--- config.mk ---
export PLATFORM = sky130hd
export DESIGN_NAME = a2d_scan_avg
export DESIGN_NICKNAME = d
export VERILOG_FILES = /design/src/rtl/a2d_pkg.sv /design/src/rtl/a2d_nxt_chnl.sv /design/src/rtl/a2d_scan_avg.sv
export SDC_FILE = /design/constraint.sdc
export NUM_CORES = 1
export LEC_CHECK = 0
export ABC_AREA = 1
export CAP_MARGIN = 20
export CORE_MARGIN = 2
export CORE_UTILIZATION = 30
export CTS_CLUSTER_SIZE = 10
export DETAILED_ROUTE_END_ITERATION = 6
export PLACE_DENSITY_LB_ADDON = 0.2
export SLEW_MARGIN = 20
export SYNTH_ARGS = -nofsm -noshare
export SYNTH_HDL_FRONTEND = slang
export SYNTH_SLANG_ARGS = --single-unit
--- constraint.sdc ---
create_clock -name clk -period 2.6 [get_ports clk]
set_input_delay 0.52 -clock clk [delete_from_list [all_inputs] [get_ports clk]]
set_output_delay 0.52 -clock clk [all_outputs]
set_load 0.005 [all_outputs]
--- src/rtl/a2d_pkg.sv ---
// Shared types and constants for the A2D scan/average block.
package a2d_pkg;

    localparam int unsigned NUM_CH    = 8;
    localparam int unsigned CH_W      = 3;
    localparam int unsigned RES_W     = 12;
    localparam int unsigned AVG_N     = 4;
    localparam int unsigned AVG_SHIFT = 2;
    localparam int unsigned ACC_W     = RES_W + AVG_SHIFT;
    localparam int unsigned CNT_W     = 3;

    typedef enum logic [1:0] {
        IDLE  = 2'd0,
        START = 2'd1,
        WAIT  = 2'd2,
        STORE = 2'd3
    } state_e;

    // Lowest channel whose mask bit is set (0 when the mask is empty).
    function automatic logic [CH_W-1:0] lowest_ch(input logic [NUM_CH-1:0] mask);
        logic [CH_W-1:0] ch;
        logic            found;
        ch    = '0;
        found = 1'b0;
        for (int i = 0; i < int'(NUM_CH); i++) begin
            if (!found && mask[i]) begin
                ch    = CH_W'(i);
                found = 1'b1;
            end
        end
        return ch;
    endfunction

endpackage

--- src/rtl/a2d_nxt_chnl.sv ---
// Next enabled channel above cur_i; wraps to the lowest enabled channel and flags it.
module a2d_nxt_chnl
    import a2d_pkg::*;
(
    input  logic [NUM_CH-1:0] mask_i,
    input  logic [CH_W-1:0]   cur_i,
    output logic [CH_W-1:0]   nxt_ch_c_o,
    output logic              wrap_c_o
);

    // Descending scan so the nearest enabled channel above cur_i wins.
    always_comb begin
        nxt_ch_c_o = lowest_ch(mask_i);
        wrap_c_o   = 1'b1;
        for (int i = int'(NUM_CH) - 1; i >= 0; i--) begin
            if (mask_i[i] && (CH_W'(i) > cur_i)) begin
                nxt_ch_c_o = CH_W'(i);
                wrap_c_o   = 1'b0;
            end
        end
    end

endmodule

--- src/rtl/a2d_scan_avg.sv ---
// Round-robin A2D channel scanner with a per-channel result register file.
// Define A2D_SCAN_AVG_EN to average 4 samples per channel; otherwise one sample is stored.
module a2d_scan_avg
    import a2d_pkg::*;
#(
    parameter logic [NUM_CH-1:0] CH_MASK     = 8'hFF,
    parameter int unsigned       TIMEOUT_CYC = 1024
) (
    input  logic             clk,
    input  logic             rst,
    input  logic             en,
    output logic             strt_cnv,
    output logic [CH_W-1:0]  chnnl,
    input  logic             cnv_cmplt,
    input  logic [RES_W-1:0] res,
    input  logic [CH_W-1:0]  rd_chnl,
    output logic [RES_W-1:0] rd_data,
    output logic [NUM_CH-1:0] vld,
    output logic             scan_done,
    output logic             tmo_err
);

    localparam int unsigned     TMO_W    = (TIMEOUT_CYC > 1) ? $clog2(TIMEOUT_CYC) : 1;
    localparam logic [TMO_W-1:0] TMO_LAST = TMO_W'(TIMEOUT_CYC - 1);

    state_e             state_q, state_d;
    logic [CH_W-1:0]    chnnl_q, chnnl_d;
    logic               strt_q, strt_d;
    logic               done_q, done_d;
    logic               tmo_err_q, tmo_err_d;
    logic [NUM_CH-1:0]  vld_q, vld_d;
    logic [TMO_W-1:0]   tmo_cnt_q, tmo_cnt_d;
    logic               cmplt_prev_q;
    logic [RES_W-1:0]   res_q [NUM_CH];
    logic               wr_en;
    logic [RES_W-1:0]   wr_data;
    logic               adv;
    logic               cmplt_rise;
    logic [CH_W-1:0]    nxt_ch;
    logic               wrap;
`ifdef A2D_SCAN_AVG_EN
    logic [ACC_W-1:0]   acc_q, acc_d;
    logic [CNT_W-1:0]   smp_cnt_q, smp_cnt_d;
`endif

    a2d_nxt_chnl u_nxt (
        .mask_i     (CH_MASK),
        .cur_i      (chnnl_q),
        .nxt_ch_c_o (nxt_ch),
        .wrap_c_o   (wrap)
    );

    // Completion is the rising edge only, so a level left high by the previous conversion is ignored.
    assign cmplt_rise = cnv_cmplt & ~cmplt_prev_q;

    always_comb begin
        state_d   = state_q;
        chnnl_d   = chnnl_q;
        tmo_err_d = tmo_err_q;
        vld_d     = vld_q;
        tmo_cnt_d = tmo_cnt_q;
        done_d    = 1'b0;
        wr_en     = 1'b0;
        wr_data   = '0;
        adv       = 1'b0;
`ifdef A2D_SCAN_AVG_EN
        acc_d     = acc_q;
        smp_cnt_d = smp_cnt_q;
`endif
        case (state_q)
            IDLE: begin
                if (en && (CH_MASK != '0)) begin
                    chnnl_d = lowest_ch(CH_MASK);
                    state_d = START;
                end
            end
            START: begin
                tmo_cnt_d = '0;
                state_d   = WAIT;
            end
            WAIT: begin
                if (cmplt_rise) begin
`ifdef A2D_SCAN_AVG_EN
                    acc_d     = acc_q + ACC_W'(res);
                    smp_cnt_d = smp_cnt_q + 1'b1;
`else
                    wr_en          = 1'b1;
                    wr_data        = res;
                    vld_d[chnnl_q] = 1'b1;
`endif
                    state_d = STORE;
                end else if (tmo_cnt_q == TMO_LAST) begin
                    // Abandon this channel: its partial average is meaningless.
                    tmo_err_d = 1'b1;
`ifdef A2D_SCAN_AVG_EN
                    acc_d     = '0;
                    smp_cnt_d = '0;
`endif
                    adv       = 1'b1;
                end else begin
                    tmo_cnt_d = tmo_cnt_q + 1'b1;
                end
            end
            STORE: begin
`ifdef A2D_SCAN_AVG_EN
                if (smp_cnt_q < CNT_W'(AVG_N)) begin
                    state_d = START;
                end else begin
                    wr_en          = 1'b1;
                    wr_data        = acc_q[ACC_W-1:AVG_SHIFT];
                    vld_d[chnnl_q] = 1'b1;
                    acc_d          = '0;
                    smp_cnt_d      = '0;
                    adv            = 1'b1;
                end
`else
                adv = 1'b1;
`endif
            end
            default: state_d = IDLE;
        endcase

        // Channel advance; en is only honoured at the end of a full pass.
        if (adv) begin
            chnnl_d = nxt_ch;
            if (wrap) begin
                done_d  = 1'b1;
                state_d = en ? START : IDLE;
            end else begin
                state_d = START;
            end
        end

        strt_d = (state_d == START);
    end

    always_ff @(posedge clk) begin
        if (rst) begin
            state_q      <= IDLE;
            chnnl_q      <= '0;
            strt_q       <= 1'b0;
            done_q       <= 1'b0;
            tmo_err_q    <= 1'b0;
            vld_q        <= '0;
            tmo_cnt_q    <= '0;
            cmplt_prev_q <= 1'b0;
`ifdef A2D_SCAN_AVG_EN
            acc_q        <= '0;
            smp_cnt_q    <= '0;
`endif
        end else begin
            state_q      <= state_d;
            chnnl_q      <= chnnl_d;
            strt_q       <= strt_d;
            done_q       <= done_d;
            tmo_err_q    <= tmo_err_d;
            vld_q        <= vld_d;
            tmo_cnt_q    <= tmo_cnt_d;
            cmplt_prev_q <= cnv_cmplt;
`ifdef A2D_SCAN_AVG_EN
            acc_q        <= acc_d;
            smp_cnt_q    <= smp_cnt_d;
`endif
        end
    end

    // Result file; a same-cycle read of the written channel still sees the old value.
    always_ff @(posedge clk) begin
        if (rst) begin
            for (int i = 0; i < int'(NUM_CH); i++) begin
                res_q[i] <= '0;
            end
        end else if (wr_en) begin
            res_q[chnnl_q] <= wr_data;
        end
    end

    assign rd_data   = res_q[rd_chnl];
    assign strt_cnv  = strt_q;
    assign chnnl     = chnnl_q;
    assign vld       = vld_q;
    assign scan_done = done_q;
    assign tmo_err   = tmo_err_q;

endmodule

Word-level counts from Yosys, hierarchy flattened
Memories as Yosys holds them, arrays and structs flattened.
Cells that the tools add are included.
{"block": "totals", "input_bits": 19, "memories": 1, "ff_bits": 27, "output_inout_bits": 26, "ram_bits": 96}
{"block": "op_classes", "eq_ne": 7, "n_bitwise": 5, "n_reduce_logical": 11, "n_addsub": 1, "magnitude_cmp": 10, "mux": 46}
{"name": "res_q", "words": 8, "width": 12, "rd": 1, "rd_clocked_by_memory_dff": 0, "wr": 8, "line": "a2d_scan_avg.sv:34", "text": "logic [RES_W-1:0] res_q [NUM_CH];"}
{"cell": "two-way mux 12 bit", "n": 3}
{"cell": "two-way mux 3 bit", "n": 12}
{"cell": "two-way mux 1 bit", "n": 22}
{"cell": "two-way mux 10 bit", "n": 2}
{"cell": "case mux 10 bit (2 select lines)", "n": 1}
{"cell": "> comparator 3 bit, first input constant", "n": 4}
{"cell": "OR reduction 12 bit", "n": 1}
{"cell": "adder 10 x 1 -> 10 bit, second input constant", "n": 1}
{"cell": "== test 10 bit, second input constant", "n": 1}
{"cell": "OR 8 bit", "n": 1}
{"cell": "> comparator 1 x 3 -> 1 bit, first input constant", "n": 2}
{"cell": "> comparator 2 x 3 -> 1 bit, first input constant", "n": 2}
{"cell": "two-way mux 2 bit", "n": 3}
{"cell": "case mux 2 bit (3 select lines)", "n": 1}
{"cell": "AND reduction 3 bit", "n": 2}
{"cell": "nonzero test 2 bit", "n": 3}
{"cell": "== test 2 x 1 -> 1 bit, second input constant", "n": 2}
{"cell": "== test 2 bit, second input constant", "n": 2}
{"cell": "less-than comparator 3 x 4 -> 1 bit, second input constant", "n": 1}
{"cell": "inequality test 2 bit, second input constant", "n": 2}
{"cell": "AND reduction 2 bit", "n": 2}
{"cell": "demux 1 bit (select 3 bit)", "n": 1}
{"cell": ">= comparator 3 x 1 -> 1 bit, second input constant", "n": 1}
{"cell": "inverter 1 bit", "n": 3}
{"cell": "5 further kinds", "n": 5}

Depth between registers and ports, before layout
Gate-level depths: netlist of the first run.
{"block": "logic_depth", "depth_word": 12, "mapped_depth": 10, "mapped_depth_nobuf": 10}

Hierarchy
Synthesis of the first run repeated with hierarchy kept, for this count alone.
{"block": "hier_totals", "hier_cells": 627, "hier_area_um2": 5864.4}
{"module": "a2d_scan_avg", "seq_area_each_um2": 3423.3, "area_per_inst_um2": 5634.2, "instances": 1, "cells_per_inst": 580}
{"module": "a2d_nxt_chnl", "seq_area_each_um2": 0.0, "area_per_inst_um2": 230.2, "instances": 1, "cells_per_inst": 47}

Worst setup path before layout of the first run
No wires, ideal clock.
{"block": "synth_timing", "path_type": "input to register", "startpoint": "input cnv_cmplt", "endpoint": "memory res_q[3][0], enable pin", "path_stages": 9, "required_ns": 2.250, "setup_time_ns": 0.350, "path_buffers": 1, "slack_ns": 0.624, "arrival_ns": 1.625, "path_cell_list": "inv_1 > nor2_2 > nand2_2 > nor2_4 > inv_4 > nor2_8 > nand3_4 > buf_6 > nand2_1"}
{"element": "start, declared", "line": "a2d_scan_avg.sv:14", "text": "input logic cnv_cmplt,"}
{"element": "end, declared", "line": "a2d_scan_avg.sv:34"}

Final worst setup path of the first run
{"block": "layout_timing", "startpoint": "input rd_chnl[1]", "endpoint": "output rd_data[6]"}
{"block": "layout_between", "elab_chain_cells": 1}
{"element": "start, declared", "line": "a2d_scan_avg.sv:16", "text": "input logic [CH_W-1:0] rd_chnl,"}
{"element": "memory (8 x 12 bit)"}
{"element": "end, declared", "line": "a2d_scan_avg.sv:17", "text": "output logic [RES_W-1:0] rd_data,"}
No other way between the ends.

==> flow_summary.json, run 1 <==
{
  "start_util": 0.307,
  "die_height_um": 143,
  "syn2layout_area_growth_pct": 27.5,
  "p_leak_nw": 2.94,
  "post_cts_buffers": 0,
  "ir_drop_mv": 0.474,
  "rr_worst_depth": 9,
  "outcome": "complete, no violations",
  "p_comb_frac": 0.140,
  "netlist_area_um2": 5760,
  "worst_slew_pin_slew_ps": 488,
  "cp-end-kind": "output pin",
  "ant_nets": 0,
  "power_switching_share": 0.268,
  "hold_viol": 0,
  "cts_buffers": 17,
  "grt_max_degree": 25,
  "p_switching_w": 0.00144,
  "via_per_inst": 4.76,
  "synthFlopType": "edfxtp_1",
  "wl_per_cell_um": 16.2,
  "yosysSeqAreaShare": 0.594,
  "syn_avg_cell_area_um2": 9.41,
  "critPathLaunchType": "input port",
  "fill_cells": 1855,
  "grt_overflow": 0,
  "max_cap_violations": 0,
  "grt_pass1_wl_um": 23700,
  "numPortBuffers": 44,
  "clock_latency_ps": 410,
  "ioPinCount": 45,
  "synth_seq_cells": 123,
  "tns_ps": 0,
  "yosysWarningCount": 0,
  "period_share": 0.981,
  "cts_max_path_buffers": 2,
  "slew_viol_final": 0,
  "gp_congestion": 0.863,
  "layout_commonest_cell": "nor2_1",
  "seqPwrFrac": 0.423,
  "hpwl_um": 10900,
  "htree_levels": 4,
  "finClkSkew_ps": 6.24,
  "p_int_w": 0.00393,
  "min_path_cells": 2,
  "num_rows": 50,
  "multi_input_area_um2": 2010,
  "synth_cell_types": 35,
  "final_layout_size_suffix_gt1_frac": 0.151,
  "fin_hold_ws_ps": 452,
  "regArea_um2": 3420,
  "clockPowerShare": 0.437,
  "dieArea_um2": 20300,
  "clock_sinks": 123,
  "rsz0062_at_grt": "true",
  "cts-root-buf": "clkbuf_16",
  "finalWirelength_um": 15100,
  "power_density_nw_per_um2": 732,
  "synthCells": 612,
  "grt_usage": 0.156,
  "syn_nets": 639,
  "crit_required_ps": 2080,
  "critPathArrivalTime_ps": 2030,
  "synth-edff-count": 96,
  "path_clk_slew_ps": 60,
  "fin_crit_ps": 2550,
  "ys_async_sr_fraction": 0,
  "final_cell_mix": "nor2_1 (194), edfxtp_1 (96), nand2_1 (71), o21ai_0 (54), inv_1 (39)",
  "slew_headroom": 0.674,
  "cts.hold.buffers_added": 0,
  "setup_violations": 0,
  "cts_tree": "done",
  "fmax_mhz": 392,
  "antenna_found_initial": 1,
  "core_area_um2": 18800,
  "die_w_um": 143,
  "drt_first_pass_iters": 4,
  "n_antenna_cell": 0,
  "fin_nets": 710,
  "holdCritPathClass": "flip-flop to flip-flop",
  "critical_path.max_fanout": 19,
  "drt_iter0_drc": 305,
  "drc": 0,
  "crit_type": "input port to output pin",
  "grt_pass1_vias": 4394,
  "num_vias": 4425
}
==> path summary, 6_finish.rpt <==
check / startpoint / to / slack, ps
worst max-delay path: rd_chnl[1] / rd_data[6] / 50
worst min-delay path: vld[1] / vld[1] / 450
worst min register to register: vld[1] / vld[1] / 450
worst max register to register: state_q[0] / res_q[4][5] / 650
==> per-stage QoR <==
stage,cells,instance area [µm²],setup WS (ps),utilization,power [W]
detailed placement,896,6670,-371,0.355,0.00306
floorplan,612,5760,624,-,0.00275
global route,930,7340,-55.5,0.391,0.00559
global placement,896,6670,-344,0.355,0.00305
finish,930,7340,49.2,0.391,0.00537
CTS,930,7320,7.45,0.390,0.00542
==> flip-flops by register name, summed over array words and instances, names as in the netlist <==
register      cells
res_q            96
tmo_cnt_q        10
vld               8
chnnl             3
state_q           2
cmplt_prev_q      1
scan_done         1
strt_cnv          1
tmo_err           1
==> power groups by stage <==
stage / Combinational (W) / Sequential, W / Clock [W]
6_report: 0.000751 / 0.00227 / 0.00235
5_1_grt: 0.000835 / 0.00228 / 0.00248
4_1_cts: 0.000756 / 0.00228 / 0.00239
3_5_place_dp: 0.000741 / 0.00232 / 0
3_3_place_gp: 0.000732 / 0.00231 / 0
2_1_floorplan: 0.000458 / 0.00229 / 0
==> critical path, cell delays in order <==
cell             delay (ps)
dlygate4sd2_1           280
buf_12                  160
buf_4                   160
nor2_1                  130
o21ai_0                 100
a31oi_1                 160
clkdlybuf4s50_1         520
==> area by class of cell <==
cell class              instances  share of cell area
clock buffers                  17              0.0579
clock inverters                15              0.0227
inverters                      44              0.0232
multi-input cells             416               0.274
flip-flops and latches        123               0.466
well taps                     234              0.0399
repair buffers                 81               0.116
==> cell families (layout without fill, tap and decap cells) <==
| group | after synthesis | after routing | share of synthesized area |
|---|---|---|---|
| compound gates | 92 | 92 | 0.0878 |
| xor+xnor | 2 | 2 | 0.00304 |
| fa+ha+maj | 8 | 8 | 0.0174 |
| buf+inv | 73 | 157 | 0.0591 |
| flops | 123 | 123 | 0.594 |
| simple gates | 314 | 314 | 0.238 |
==> Yosys cell counts, types with 3 or more instances <==
library cell,count,share of area
buf_2,10,0.0087
a31oi_1,12,0.013
nand2_2,5,0.0054
edfxtp_1,96,0.50
nand2_4,3,0.0059
o21ai_0,54,0.047
nand3_1,13,0.011
nand4_1,5,0.0054
nor2_2,8,0.0087
clkbuf_1,10,0.0065
inv_1,40,0.026
nor2_4,4,0.0078
ha_1,8,0.017
o22ai_1,12,0.013
nor2_1,195,0.13
nand2_1,71,0.046
a21oi_1,12,0.010
dfxtp_1,27,0.094
buf_6,5,0.0098
==> what timing repair did <==
action	CTS	global route
pin swaps	4	0
hold endpoints to repair	0	0
endpoints found under the setup margin	12	7
cloned	2	0
resized for setup	15	8
==> metal layers <==
metal,wire (µm),up-vias,GRT usage
met5,0,-,0
met4,217,0,0.0505
met3,753,16,0.0384
met2,7410,109,0.270
met1,6700,2118,0.193
li1,-,2182,-
Power figures use the tool's default switching activity.
==> run 2, diff against run 1 <==
Settings changed: SETUP_SLACK_MARGIN set to 0.15.
==> run 2 against run 1 <==
  * First-iteration DRC count rose by 0.98%
  * Non-clock buffer count did not move
  * Hold slack barely moved
  * Critical path depth rose by 1
  * Count of clock-buffer cells in the layout did not move
  * Via count fell by 0.23%
  * Clock power barely moved
  * Flip-flop and latch count did not move
  * Core utilization fell by 0.23 points
  * Wire length fell by 0.42%
  * Design area fell by 0.58%
  * Critical path type unchanged
==> flow_summary.json, run 2 (synthesis gave the netlist of run 1 again) <==
{
  "final_cell_mix": "nor2_1 (195), edfxtp_1 (96), nand2_1 (71), o21ai_0 (54), inv_1 (39)",
  "critPathLaunchType": "input port",
  "cp_slowest_stage_delay_ps": 270,
  "via_per_inst": 4.75,
  "rr_worst_depth": 9,
  "num_vias": 4415,
  "holdCritPathClass": "flip-flop to flip-flop",
  "syn2layout_area_growth_pct": 26.7,
  "multi_input_area_um2": 2020,
  "regArea_um2": 3420,
  "num_rows": 50,
  "hold_viol": 0,
  "slew_headroom": 0.672,
  "start_util": 0.307,
  "slew_viol_final": 0,
  "instances_no_fill": 930,
  "outcome": "complete, no violations",
  "drt_first_pass_iters": 5,
  "wl_per_cell_um": 16.2,
  "largest_reg_flops": 96,
  "grt_overflow": 0,
  "htree_levels": 4,
  "cp-end-kind": "output pin",
  "max_cap_violations": 0,
  "critical_path.max_fanout": 15,
  "antenna_found_initial": 1,
  "gp_congestion": 0.863,
  "final_layout_size_suffix_gt1_frac": 0.152,
  "ioPinCount": 45,
  "core_area_um2": 18800,
  "clock_latency_ps": 420,
  "n_antenna_cell": 0,
  "power_density_nw_per_um2": 735,
  "tns_ps": 0,
  "numPortBuffers": 44,
  "setup_violations": 0,
  "cts_buffers": 17,
  "drt_iter0_drc": 308,
  "ir_drop_mv": 0.478,
  "crit_type": "input port to output pin",
  "setup_ws_ps": 285,
  "worstPathCellList": "buf_4 -> buf_12 -> buf_4 -> nor2_1 -> nor2_1 -> o21ai_0 -> a31oi_2 -> dlygate4sd2_1",
  "layout_commonest_cell": "nor2_1",
  "fin_nets": 710,
  "cts_max_path_buffers": 2,
  "path_clk_slew_ps": 60,
  "finClkSkew_ps": 7.26,
  "pre_cts_ws_ps": -371,
  "cts.hold.buffers_added": 0,
  "clock_sinks": 123,
  "die_height_um": 143,
  "ant_nets": 0,
  "fin_crit_ps": 2320,
  "period_share": 0.890,
  "drc": 0,
  "grt_max_degree": 36,
  "grt_usage": 0.155,
  "regMostFlops": "res_q",
  "fill_cells": 1865,
  "grt_pass1_wl_um": 23500,
  "die_w_um": 143,
  "finalWirelength_um": 15000,
  "critPathSlowestCell": "dlygate4sd2_1",
  "rsz0062_at_grt": "false",
  "fin_hold_ws_ps": 452,
  "hpwl_um": 10900,
  "crit_required_ps": 2080,
  "fmax_mhz": 432,
  "grt_pass1_vias": 4393,
  "cts-root-buf": "clkbuf_16",
  "worst_slew_pin_slew_ps": 491,
  "min_path_cells": 2,
  "totalPowerFinal_w": 0.00536,
  "critPathArrivalTime_ps": 1800,
  "p_leak_nw": 2.89,
  "cts_tree": "done",
  "placed_cells": 896,
  "dieArea_um2": 20300
}
run 2: final timing paths:
path	startpoint	endpoint	slack [ps]
max reg2reg	state_q[0]	res_q[4][8]	650
max	rd_chnl[0]	rd_data[4]	280
min	vld[1]	vld[1]	450
min reg2reg	vld[1]	vld[1]	450
run 2: report_power, final:
group,internal (W),leakage [nW],switching [W],total (W)
Combinational,0.000280,1.40,0.000458,0.000738
Sequential,0.00222,1.21,0.0000584,0.00227
Clock,0.00143,0.281,0.000927,0.00235
Total,0.00392,2.89,0.00144,0.00536
run 2: routing by layer:
layer	vias to the layer above	track usage	wire length (µm)
li1	2179	-	-
met1	2109	0.188	6790
met2	107	0.269	7350
met3	20	0.0384	627
met4	0	0.0505	250
met5	-	0	0
run 2: cell type report:
| type | count | area share |
|---|---|---|
| flip-flops and latches | 123 | 0.469 |
| inverters | 44 | 0.0230 |
| repair buffers | 81 | 0.111 |
| multi-input cells | 416 | 0.276 |
| well taps | 234 | 0.0401 |
| clock inverters | 15 | 0.0228 |
| clock buffers | 17 | 0.0583 |
run 2: worst max-delay path, delay by kind of cell:
family | cells | cell delay [ps]
AOI/OAI and AO/OA | 2 | 370
buffers and inverters | 4 | 700
and+or+nand+nor | 2 | 200
run 2: metrics by stage:
step | instance area [µm²] | util
2_1_floorplan | 5760 | -
3_3_place_gp | 6670 | 0.355
3_5_place_dp | 6670 | 0.355
4_1_cts | 7290 | 0.389
5_1_grt | 7300 | 0.389
6_report | 7300 | 0.389
run 2: what timing repair did:
action / 4_1_cts / 5_1_grt
buffers inserted: 1 / 0
endpoints found under the setup margin: 12 / 1
resized for setup: 25 / 1
cloned: 1 / 0
pin swaps: 4 / 1
